`config.mk`:
```
export PLATFORM = sky130hd
export DESIGN_NAME = ysyx_22050710_mem_arbiter
export DESIGN_NICKNAME = d
export VERILOG_FILES = /design/src/rtl/ysyx_22050710_defs.sv /design/src/rtl/ysyx_22050710_lsu_align.sv /design/src/rtl/ysyx_22050710_mem_arbiter.sv
export SDC_FILE = /design/constraint.sdc
export NUM_CORES = 1
export LEC_CHECK = 0
export CAP_MARGIN = 20
export CORE_AREA = 2 2 195 197
export DETAILED_ROUTE_END_ITERATION = 16
export DIE_AREA = 0 0 197 199
export PLACE_DENSITY = 0.82
export SKIP_LAST_GASP = 1
export SYNTH_ARGS = -nofsm -noshare
export SYNTH_HDL_FRONTEND = slang
export SYNTH_HIERARCHICAL = 1
export SYNTH_SLANG_ARGS = --single-unit
```
`constraint.sdc`:
```
create_clock -name i_clk -period 11.85 [get_ports i_clk]
set_input_delay 2.37 -clock i_clk [delete_from_list [all_inputs] [get_ports i_clk]]
set_output_delay 2.37 -clock i_clk [all_outputs]
set_load 0.005 [all_outputs]
```
`src/rtl/ysyx_22050710_defs.sv`:
```
// Shared encodings for the ysyx_22050710 memory path: decoder MemOP codes,
// arbiter FSM states and requester owner IDs.
package ysyx_22050710_defs;

    // MemOP codes as produced by the decoder; bit[2:1] is log2(access bytes)
    typedef enum logic [2:0] {
        MEMOP_LB  = 3'b000,
        MEMOP_LBU = 3'b001,
        MEMOP_LH  = 3'b010,
        MEMOP_LHU = 3'b011,
        MEMOP_LW  = 3'b100,
        MEMOP_LWU = 3'b101,
        MEMOP_LD  = 3'b110,
        MEMOP_INV = 3'b111
    } memop_e;

    typedef enum logic [1:0] {
        ST_IDLE = 2'd0,
        ST_MREQ = 2'd1,
        ST_MRSP = 2'd2,
        ST_RESP = 2'd3
    } state_e;

    typedef enum logic {
        OWNER_IFU = 1'b0,
        OWNER_LSU = 1'b1
    } owner_e;

endpackage

```
`src/rtl/ysyx_22050710_lsu_align.sv`:
```
// Combinational access shaping: byte strobes, store data lane shift,
// load data extraction/extension and the alignment/invalid-op check.
module ysyx_22050710_lsu_align
    import ysyx_22050710_defs::*;
(
    input  logic        is_ifu,
    input  logic [2:0]  offset,
    input  logic        wen,
    input  logic [2:0]  memop,
    input  logic [63:0] wdata,
    input  logic [63:0] mem_rdata,
    output logic [7:0]  wmask,
    output logic [63:0] mem_wdata,
    output logic [63:0] load_data,
    output logic        access_err
);
    logic [5:0]  bit_shift;
    logic [63:0] shifted;

    assign bit_shift = {offset, 3'b000};
    assign mem_wdata = wdata << bit_shift;
    assign shifted   = mem_rdata >> bit_shift;

    // Reject misaligned addresses and the invalid MemOP code
    always_comb begin
        // NOTE: every output of a combinational block gets a default first so no path can infer a latch.
        access_err = 1'b0;
        if (is_ifu) begin
            access_err = (offset[1:0] != 2'b00);
        end else begin
            unique case (memop_e'(memop))
                MEMOP_LB, MEMOP_LBU: access_err = 1'b0;
                MEMOP_LH, MEMOP_LHU: access_err = offset[0];
                MEMOP_LW, MEMOP_LWU: access_err = (offset[1:0] != 2'b00);
                MEMOP_LD:            access_err = (offset != 3'b000);
                default:             access_err = 1'b1;
            endcase
        end
    end

    // Byte strobes for stores only; loads and fetches never write
    always_comb begin
        wmask = 8'h00;
        if (wen && !is_ifu) begin
            unique case (memop_e'(memop))
                MEMOP_LB, MEMOP_LBU: wmask = 8'h01 << offset;
                MEMOP_LH, MEMOP_LHU: wmask = 8'h03 << offset;
                MEMOP_LW, MEMOP_LWU: wmask = 8'h0F << offset;
                MEMOP_LD:            wmask = 8'hFF;
                default:             wmask = 8'h00;
            endcase
        end
    end

    // Load data: lane-shifted then sign/zero extended; fetch picks a 32-bit word
    always_comb begin
        load_data = 64'h0;
        if (is_ifu) begin
            load_data = {32'h0, (offset[2] ? mem_rdata[63:32] : mem_rdata[31:0])};
        end else begin
            unique case (memop_e'(memop))
                MEMOP_LB:  load_data = {{56{shifted[7]}}, shifted[7:0]};
                MEMOP_LBU: load_data = {56'h0, shifted[7:0]};
                MEMOP_LH:  load_data = {{48{shifted[15]}}, shifted[15:0]};
                MEMOP_LHU: load_data = {48'h0, shifted[15:0]};
                MEMOP_LW:  load_data = {{32{shifted[31]}}, shifted[31:0]};
                MEMOP_LWU: load_data = {32'h0, shifted[31:0]};
                MEMOP_LD:  load_data = shifted;
                default:   load_data = 64'h0;
            endcase
        end
    end

endmodule

```
`src/rtl/ysyx_22050710_mem_arbiter.sv`:
```
// Single-port memory arbiter: round-robin grant between IFU and LSU, one
// outstanding memory transaction, response returned to the owner.
module ysyx_22050710_mem_arbiter
    import ysyx_22050710_defs::*;
#(
    parameter int ADDR_W = 64,
    parameter int DATA_W = 64
) (
    input  logic                i_clk,
    input  logic                i_rst_n,
    input  logic                i_if_req_valid,
    output logic                o_if_req_ready,
    input  logic [ADDR_W-1:0]   i_if_addr,
    output logic                o_if_rsp_valid,
    input  logic                i_if_rsp_ready,
    output logic [31:0]         o_if_rdata,
    output logic                o_if_rsp_err,
    input  logic                i_ls_req_valid,
    output logic                o_ls_req_ready,
    input  logic [ADDR_W-1:0]   i_ls_addr,
    input  logic                i_ls_wen,
    input  logic [DATA_W-1:0]   i_ls_wdata,
    input  logic [2:0]          i_ls_memop,
    output logic                o_ls_rsp_valid,
    input  logic                i_ls_rsp_ready,
    output logic [DATA_W-1:0]   o_ls_rdata,
    output logic                o_ls_rsp_err,
    output logic                o_mem_req_valid,
    input  logic                i_mem_req_ready,
    output logic [ADDR_W-1:0]   o_mem_addr,
    output logic                o_mem_wen,
    output logic [DATA_W-1:0]   o_mem_wdata,
    output logic [DATA_W/8-1:0] o_mem_wmask,
    input  logic                i_mem_rsp_valid,
    output logic                o_mem_rsp_ready,
    input  logic [DATA_W-1:0]   i_mem_rdata
);
    state_e              state_q, state_d;
    owner_e              last_grant_q, owner_q, winner;
    logic [ADDR_W-1:0]   addr_q, cur_addr;
    logic                wen_q, cur_wen, err_q, grant, accept, idle, cur_is_ifu;
    logic [2:0]          memop_q, cur_memop;
    logic [DATA_W-1:0]   wdata_q, cur_wdata, rdata_q, mem_wdata, load_data;
    logic [7:0]          wmask;
    logic                access_err;

    // Round-robin pick: on contention the requester not granted last time wins
    always_comb begin
        grant  = i_if_req_valid | i_ls_req_valid;
        winner = OWNER_IFU;
        if (i_if_req_valid && i_ls_req_valid)
            winner = (last_grant_q == OWNER_IFU) ? OWNER_LSU : OWNER_IFU;
        else if (i_ls_req_valid)
            winner = OWNER_LSU;
    end

    assign idle   = (state_q == ST_IDLE);
    assign accept = idle && grant;

    // The single aligner sees the incoming request in IDLE, the held one afterwards
    assign cur_is_ifu = idle ? (winner == OWNER_IFU) : (owner_q == OWNER_IFU);
    assign cur_addr   = (idle && winner == OWNER_IFU) ? i_if_addr
                      : (idle ? i_ls_addr : addr_q);
    assign cur_wen    = idle ? ((winner == OWNER_LSU) && i_ls_wen) : wen_q;
    assign cur_memop  = idle ? i_ls_memop : memop_q;
    assign cur_wdata  = idle ? i_ls_wdata : wdata_q;

    ysyx_22050710_lsu_align u_align (
        .is_ifu     (cur_is_ifu),
        .offset     (cur_addr[2:0]),
        .wen        (cur_wen),
        .memop      (cur_memop),
        .wdata      (cur_wdata),
        .mem_rdata  (i_mem_rdata),
        .wmask      (wmask),
        .mem_wdata  (mem_wdata),
        .load_data  (load_data),
        .access_err (access_err)
    );

    // State register
    always_ff @(posedge i_clk or negedge i_rst_n) begin
        // NOTE: sequential state uses non-blocking assignments so every flop samples pre-edge values.
        if (!i_rst_n) state_q <= ST_IDLE;
        else          state_q <= state_d;
    end

    // Next state and all outputs; outputs are zero outside their owning state
    always_comb begin
        state_d         = state_q;
        o_if_req_ready  = 1'b0;
        o_ls_req_ready  = 1'b0;
        o_if_rsp_valid  = 1'b0;
        o_if_rdata      = 32'h0;
        o_if_rsp_err    = 1'b0;
        o_ls_rsp_valid  = 1'b0;
        o_ls_rdata      = '0;
        o_ls_rsp_err    = 1'b0;
        o_mem_req_valid = 1'b0;
        o_mem_addr      = '0;
        o_mem_wen       = 1'b0;
        o_mem_wdata     = '0;
        o_mem_wmask     = '0;
        o_mem_rsp_ready = 1'b0;
        unique case (state_q)
            ST_IDLE: begin
                o_if_req_ready = grant && (winner == OWNER_IFU);
                o_ls_req_ready = grant && (winner == OWNER_LSU);
                if (grant) state_d = access_err ? ST_RESP : ST_MREQ;
            end
            ST_MREQ: begin
                o_mem_req_valid = 1'b1;
                o_mem_addr      = {addr_q[ADDR_W-1:3], 3'b000};
                o_mem_wen       = wen_q;
                o_mem_wdata     = mem_wdata;
                o_mem_wmask     = wmask;
                if (i_mem_req_ready) state_d = ST_MRSP;
            end
            ST_MRSP: begin
                o_mem_rsp_ready = 1'b1;
                if (i_mem_rsp_valid) state_d = ST_RESP;
            end
            ST_RESP: begin
                if (owner_q == OWNER_IFU) begin
                    o_if_rsp_valid = 1'b1;
                    o_if_rdata     = rdata_q[31:0];
                    o_if_rsp_err   = err_q;
                    if (i_if_rsp_ready) state_d = ST_IDLE;
                end else begin
                    o_ls_rsp_valid = 1'b1;
                    o_ls_rdata     = rdata_q;
                    o_ls_rsp_err   = err_q;
                    if (i_ls_rsp_ready) state_d = ST_IDLE;
                end
            end
            default: state_d = ST_IDLE;
        endcase
    end

    // Request capture at accept, processed response capture in MRSP
    always_ff @(posedge i_clk or negedge i_rst_n) begin
        // NOTE: these few datapath registers are reset because they feed outputs that must read 0 after reset.
        if (!i_rst_n) begin
            last_grant_q <= OWNER_IFU;
            owner_q      <= OWNER_IFU;
            addr_q       <= '0;
            wen_q        <= 1'b0;
            memop_q      <= 3'b000;
            wdata_q      <= '0;
            err_q        <= 1'b0;
            rdata_q      <= '0;
        end else if (accept) begin
            last_grant_q <= winner;
            owner_q      <= winner;
            addr_q       <= cur_addr;
            wen_q        <= cur_wen;
            memop_q      <= i_ls_memop;
            wdata_q      <= (winner == OWNER_LSU) ? i_ls_wdata : '0;
            err_q        <= access_err;
            rdata_q      <= '0;
        end else if (state_q == ST_MRSP && i_mem_rsp_valid) begin
            rdata_q      <= wen_q ? '0 : load_data;
        end
    end

endmodule
```
Yosys cells after proc, flatten, opt, wreduce, memory -nomap -nowiden. Cells that the tools add are included.

Eq/ne operators: 14. Multiplexer cells: 47. Bitwise operators: 3. Reduce and logical (&&, ||, !) cells: 20. Shift-type cells: 5.

Operators with widths (number): 2-to-1 mux 64 bit (12); case mux 64 bit (7 select lines) (1); 2-to-1 mux 32 bit (3); left shift 64 x 6 -> 64 bit (1); right shift 64 x 6 -> 64 bit (1); case mux 8 bit (4 select lines) (1); 2-to-1 mux 1 bit (18); 2-to-1 mux 8 bit (2); 2-to-1 mux 2 bit (7); equality test 3 bit (second input constant) (3); logical AND 1 bit (8); case mux 2 bit (4 select lines) (1); left shift 1 x 3 -> 8 bit (first input constant) (1); left shift 2 x 3 -> 8 bit (first input constant) (1); left shift 4 x 3 -> 8 bit (first input constant) (1); equality test 3 x 2 -> 1 bit (second input constant) (2); != test 2 bit (second input constant) (3); != test 3 bit (second input constant) (2); nonzero test 2 bit (3); OR reduction 2 bit (3); AND reduction 5 bit (1); equality test 2 bit (second input constant) (2); case mux 1 bit (4 select lines) (1); equality test 3 x 1 -> 1 bit (second input constant) (1); 9 further kinds (10).

Word-level logic and storage cells: 98. Bits in registers: 200. Bits of input ports: 268.

Depth between registers and ports, before layout.
Depth in word-level cells: 11. Gate-level depth with buffers: 18.

Hierarchy. The synthesis kept the hierarchy.

Modules (own cells, without submodules): ysyx_22050710_mem_arbiter (instances 1, area each 10951.8 sq um, seq. area each 5004.8 sq um, cells each 1183); ysyx_22050710_lsu_align (instances 1, area each 4720.8 sq um, seq. area each 0.0 sq um, cells each 683).

Least setup slack after synthesis. OpenSTA, ideal clock, no wires.

Path kind: in2out. From: in i_if_req_valid. To: out o_mem_wdata[48]. Setup slack: 4825 ps. Arrival: 4655 ps. Stages on the path: 16. Buffers on the path: 8. Cell sequence: buf_2 a21bo_4 buf_6 mux2i_1 a21oi_1 buf_6 buf_6 buf_6 buf_6 buf_4 buf_4 mux2i_1 nand2_1 o211ai_1 o21ai_0 and2_1.

Cells in the longest elaborated chain, start to end: 7.

Ends and longest elaborated chain: start, declared (line ysyx_22050710_mem_arbiter.sv:11) `input logic i_if_req_valid,`; logical AND 1 bit (line ysyx_22050710_mem_arbiter.sv:51) `if (i_if_req_valid && i_ls_req_valid)`; 2-to-1 mux 1 bit (line ysyx_22050710_mem_arbiter.sv:51); inverter 1 bit (line ysyx_22050710_mem_arbiter.sv:62) `assign cur_addr = (idle && winner == OWNER_IFU) ? i_if_addr`; logical AND 1 bit (line ysyx_22050710_mem_arbiter.sv:62); 2-to-1 mux 64 bit (line ysyx_22050710_mem_arbiter.sv:62); named net cur_addr[0] (line ysyx_22050710_mem_arbiter.sv:40) `logic [ADDR_W-1:0] addr_q, cur_addr;`; left shift 64 x 6 -> 64 bit (line ysyx_22050710_lsu_align.sv:21) `assign mem_wdata = wdata << bit_shift;`; named net mem_wdata[48] (line ysyx_22050710_mem_arbiter.sv:43) `logic [DATA_W-1:0] wdata_q, cur_wdata, rdata_q, mem_wdata, load_data;`; 2-to-1 mux 64 bit (line ysyx_22050710_mem_arbiter.sv:105) `unique case (state_q)`; end, declared (line ysyx_22050710_mem_arbiter.sv:32) `output logic [DATA_W-1:0] o_mem_wdata,`.

The timed path passes the listed nets, and every way through them passes these cells.

Worst setup path in the final report.
From: in i_if_req_valid. To: out o_mem_wdata[58].

The elaborated chain is that of the path after synthesis.

==> key figures <==
Outcome
  – Outcome: completed

Clock network
  – Clock Sinks: 200
  – Post-CTS Setup Repair Bufs: 0
  – Root buffer cell: clkbuf_16
  – Clock transition at path regs: 0.08 ns
  – CTS tree: built
  – Post-CTS sizing: 0
  – TritonCTS buffer count: 17
  – Longest Clk Path Bufs: 2
  – Worst-Skew Late Latency: 0.46 ns
  – H-tree depth: 4
  – Hold buffers post-CTS: 0

Worst setup path
  – Slowest CP cell: clkdlybuf4s50_1
  – Max stage delay on crit path: 0.78 ns
  – CP Cell Sequence: clkdlybuf4s50_1 -> a21bo_4 -> mux2i_1 -> a21oi_4 -> buf_4 -> mux2i_1 -> nand2_1 -> o21ai_0 -> mux2i_1 -> and2_1 -> clkdlybuf4s50_1
  – CP arrival: 7.04 ns
  – Number of buffers and inverters on the critical path: 3
  – Crit. End Element: output pin
  – WP data required: 9.48 ns
  – Crit Path Category: input port to output pin
  – Worst setup SP type: input port
  – CP max FO: 75
  – Crit-path leading delay family: buffers and inverters
  – Crit-path most repeated cell: mux2i_1

Detailed routing
  – First-pass detailed-route iteration total: 5
  – Routed vias/inst: 5.93
  – Via count: 16088
  – Initial DRC Count: 1745
  – Wire per inst: 22.6 µm
  – Drt drc: 0
  – Post-route antenna net violation count: 0
  – Post-Route WL: 61500 µm

Global routing
  – Tot GR Track Use: 0.304
  – Initial antenna violation count: 5
  – Vias in the first global route: 15423
  – First-pass GRT wire length: 92200 µm
  – Grt met3 use: 0.0727
  – Gr ovfl total: 0
  – Met2 Use GR: 0.484
  – Most Used Layer, Global Route: met2
  – GRT met1 Usage: 0.399
  – Largest net degree at the start of global routing: 137

Floorplanning
  – Die ar.: 39200 µm²
  – DIE HEIGHT: 199 µm
  – Placeable Area: 37100 µm²
  – Initial core utilization: 0.422
  – Die span in x: 197 µm
  – Rows: 71
  – Ports: 509

STA
  – Clock Skew: 0.0111 ns
  – Min Clock Period, post-route: 9.41 ns
  – Post-route clock period utilization: 0.794
  – Final hold vios: 0
  – Max Freq: 106 MHz
  – Setup-failing EPs final: 0
  – Sum of negative setup slack: 0 ns
  – Max-slew headroom: 0.266
  – Max-slew violations: 0
  – Slew @ Worst Pin: 1.10 ns
  – RSZ-0062 raised after global routing: false

Pwr
  – IR drop worst, VDD: 0.202 mV
  – P per Cell Area: 279 nW/µm²
  – Lkg Pwr: 8.65 nW

Yosys
  – Post-synth EDFFs: 0
  – Sequential share of the synthesized area: 0.319
  – Syn Area/Cell: 8.40 µm²
  – YS warnings: 6
  – Synth Cell Area: 15700 µm²
  – Mapped Cells: 1866
  – Primary FF master, synth: dfrtp_1
  – Compound-Gate Fraction of Synth Area: 0.185
  – Largest family of logic cells by synthesized area: simple AND/OR/NAND/NOR gates
  – #FFs+latches synth: 200
  – FFs w/ async S/R, synth: 1.00
  – Post-synthesis mux area share: 0.155
  – Adder-cell area share of the yosys netlist: 0.00719
  – XOR/XNOR share of the synthesized area: 0
  – Synth Area in Simple Gates: 0.267
  – Synth cell types: 59

Finish
  – Most common cell after layout, fill and taps aside: clkdlybuf4s50_1
  – Nets: 2501
  – Share of post-route cells with drive strength above 1: 0.112
  – Layout area overhead: 36.0%
  – Fin cells: 2715
  – Most frequent cells in the layout: clkdlybuf4s50_1 (504), nand2_1 (238), dfrtp_1 (199), and2_1 (181), nor2_1 (154)

Place
  – Dpl hpwl: 43300 µm
  – Placed cells: 2676
  – I/O Buffers: 505
  – RePlAce Congestion: 0.957

Min path
  – Hold Crit Class: register to register

Job
  – Max cap viols: 0
## state kept, by name, summed over array words and instances (netlist names)
signal,flops
addr_q,64
rdata_q,64
wdata_q,64
memop_q,3
state_q,2
err_q,1
owner_q,1
wen_q,1
## cell type report
class / instances / area, µm²
fill: 3326 / 15800
multi-input combinational: 1465 / 9750
timing repair buffer: 531 / 5320
sequential: 200 / 5010
tap: 474 / 593
clock buffer: 21 / 470
clock inverter: 11 / 134
inverter: 9 / 33.8
antenna: 4 / 10.0
## cells in the mapped netlist (all sizes together) (2+ instances only)
| cell type | count | area share |
|---|---|---|
| o21a | 2 | 0.00096 |
| nand2 | 239 | 0.057 |
| a222oi | 2 | 0.0013 |
| a221o | 7 | 0.0045 |
| mux2i | 73 | 0.047 |
| nand2b | 15 | 0.0060 |
| a21oi | 154 | 0.057 |
| nor4 | 2 | 0.00080 |
| nor2 | 155 | 0.037 |
| buf | 100 | 0.041 |
| a221oi | 15 | 0.0084 |
| o32ai | 8 | 0.0045 |
| a31oi | 63 | 0.025 |
| o21bai | 2 | 0.00096 |
| a32o | 2 | 0.0013 |
| a22o | 68 | 0.038 |
| o22ai | 2 | 0.00080 |
| o211ai | 23 | 0.011 |
| mux2 | 123 | 0.088 |
| nor2b | 24 | 0.0096 |
| clkbuf | 94 | 0.023 |
| a32oi | 7 | 0.0039 |
| nand3b | 66 | 0.032 |
| nor3 | 5 | 0.0026 |
| nand3 | 64 | 0.020 |
| and2 | 182 | 0.073 |
| and3 | 68 | 0.027 |
| ha | 9 | 0.0072 |
| inv | 9 | 0.0022 |
| o21ai | 39 | 0.013 |
| a211oi | 16 | 0.0080 |
| mux4 | 14 | 0.020 |
| dfrtp | 200 | 0.32 |
## where the power goes
part	internal [mW]	switching, mW
combinational	1.78	2.41
clock	0.333	0.295
sequential	0.979	0.168
total	3.09	2.87
## layer usage
metal	up-vias	wire [µm]
li1	7303	-
met1	7845	25300
met2	828	28900
met3	110	5250
met4	2	2080
met5	-	13
## worst min-delay path, cell delays in order, from the launching register on
cell and delay (ns):
dfrtp_1 0.35, nand2_1 0.05, nand2_1 0.06
## path summary, 6_finish.rpt
check / from / end / slack, ns / cells past startpoint
setup / recovery: i_if_req_valid / o_mem_wdata[58] / 2.44 / 11
hold / removal: memop_q[1] / memop_q[1] / 0.48 / 2
setup reg to reg: owner_q / rdata_q[28] / 5.91 / 12
hold reg to reg: memop_q[1] / memop_q[1] / 0.48 / 2
max in group asynchronous: i_rst_n / wdata_q[63] / 8.50 / 2
min in group asynchronous: i_rst_n / addr_q[3] / 1.90 / 1
## kinds of logic after synthesis
logic type	count (synthesis)
fa+ha+maj	9
buf+inv	203
flops	200
simple gates	823
compound gates	420
other cells	1
mux	210
## through the flow
stage	setup slack (ns)	util	power (mW)	cell area (µm²)	hold slack [ns]
after floorplan	4.83	-	3.97	15700	0.442
after global placement	2.16	0.555	5.13	20600	0.454
after detailed placement	2.00	0.556	5.21	20600	0.461
after CTS	1.99	0.572	5.86	21200	0.482
after global routing	2.16	0.574	6.34	21300	0.505
final	2.44	0.574	5.96	21300	0.480
(Power assumes the default switching activity.)
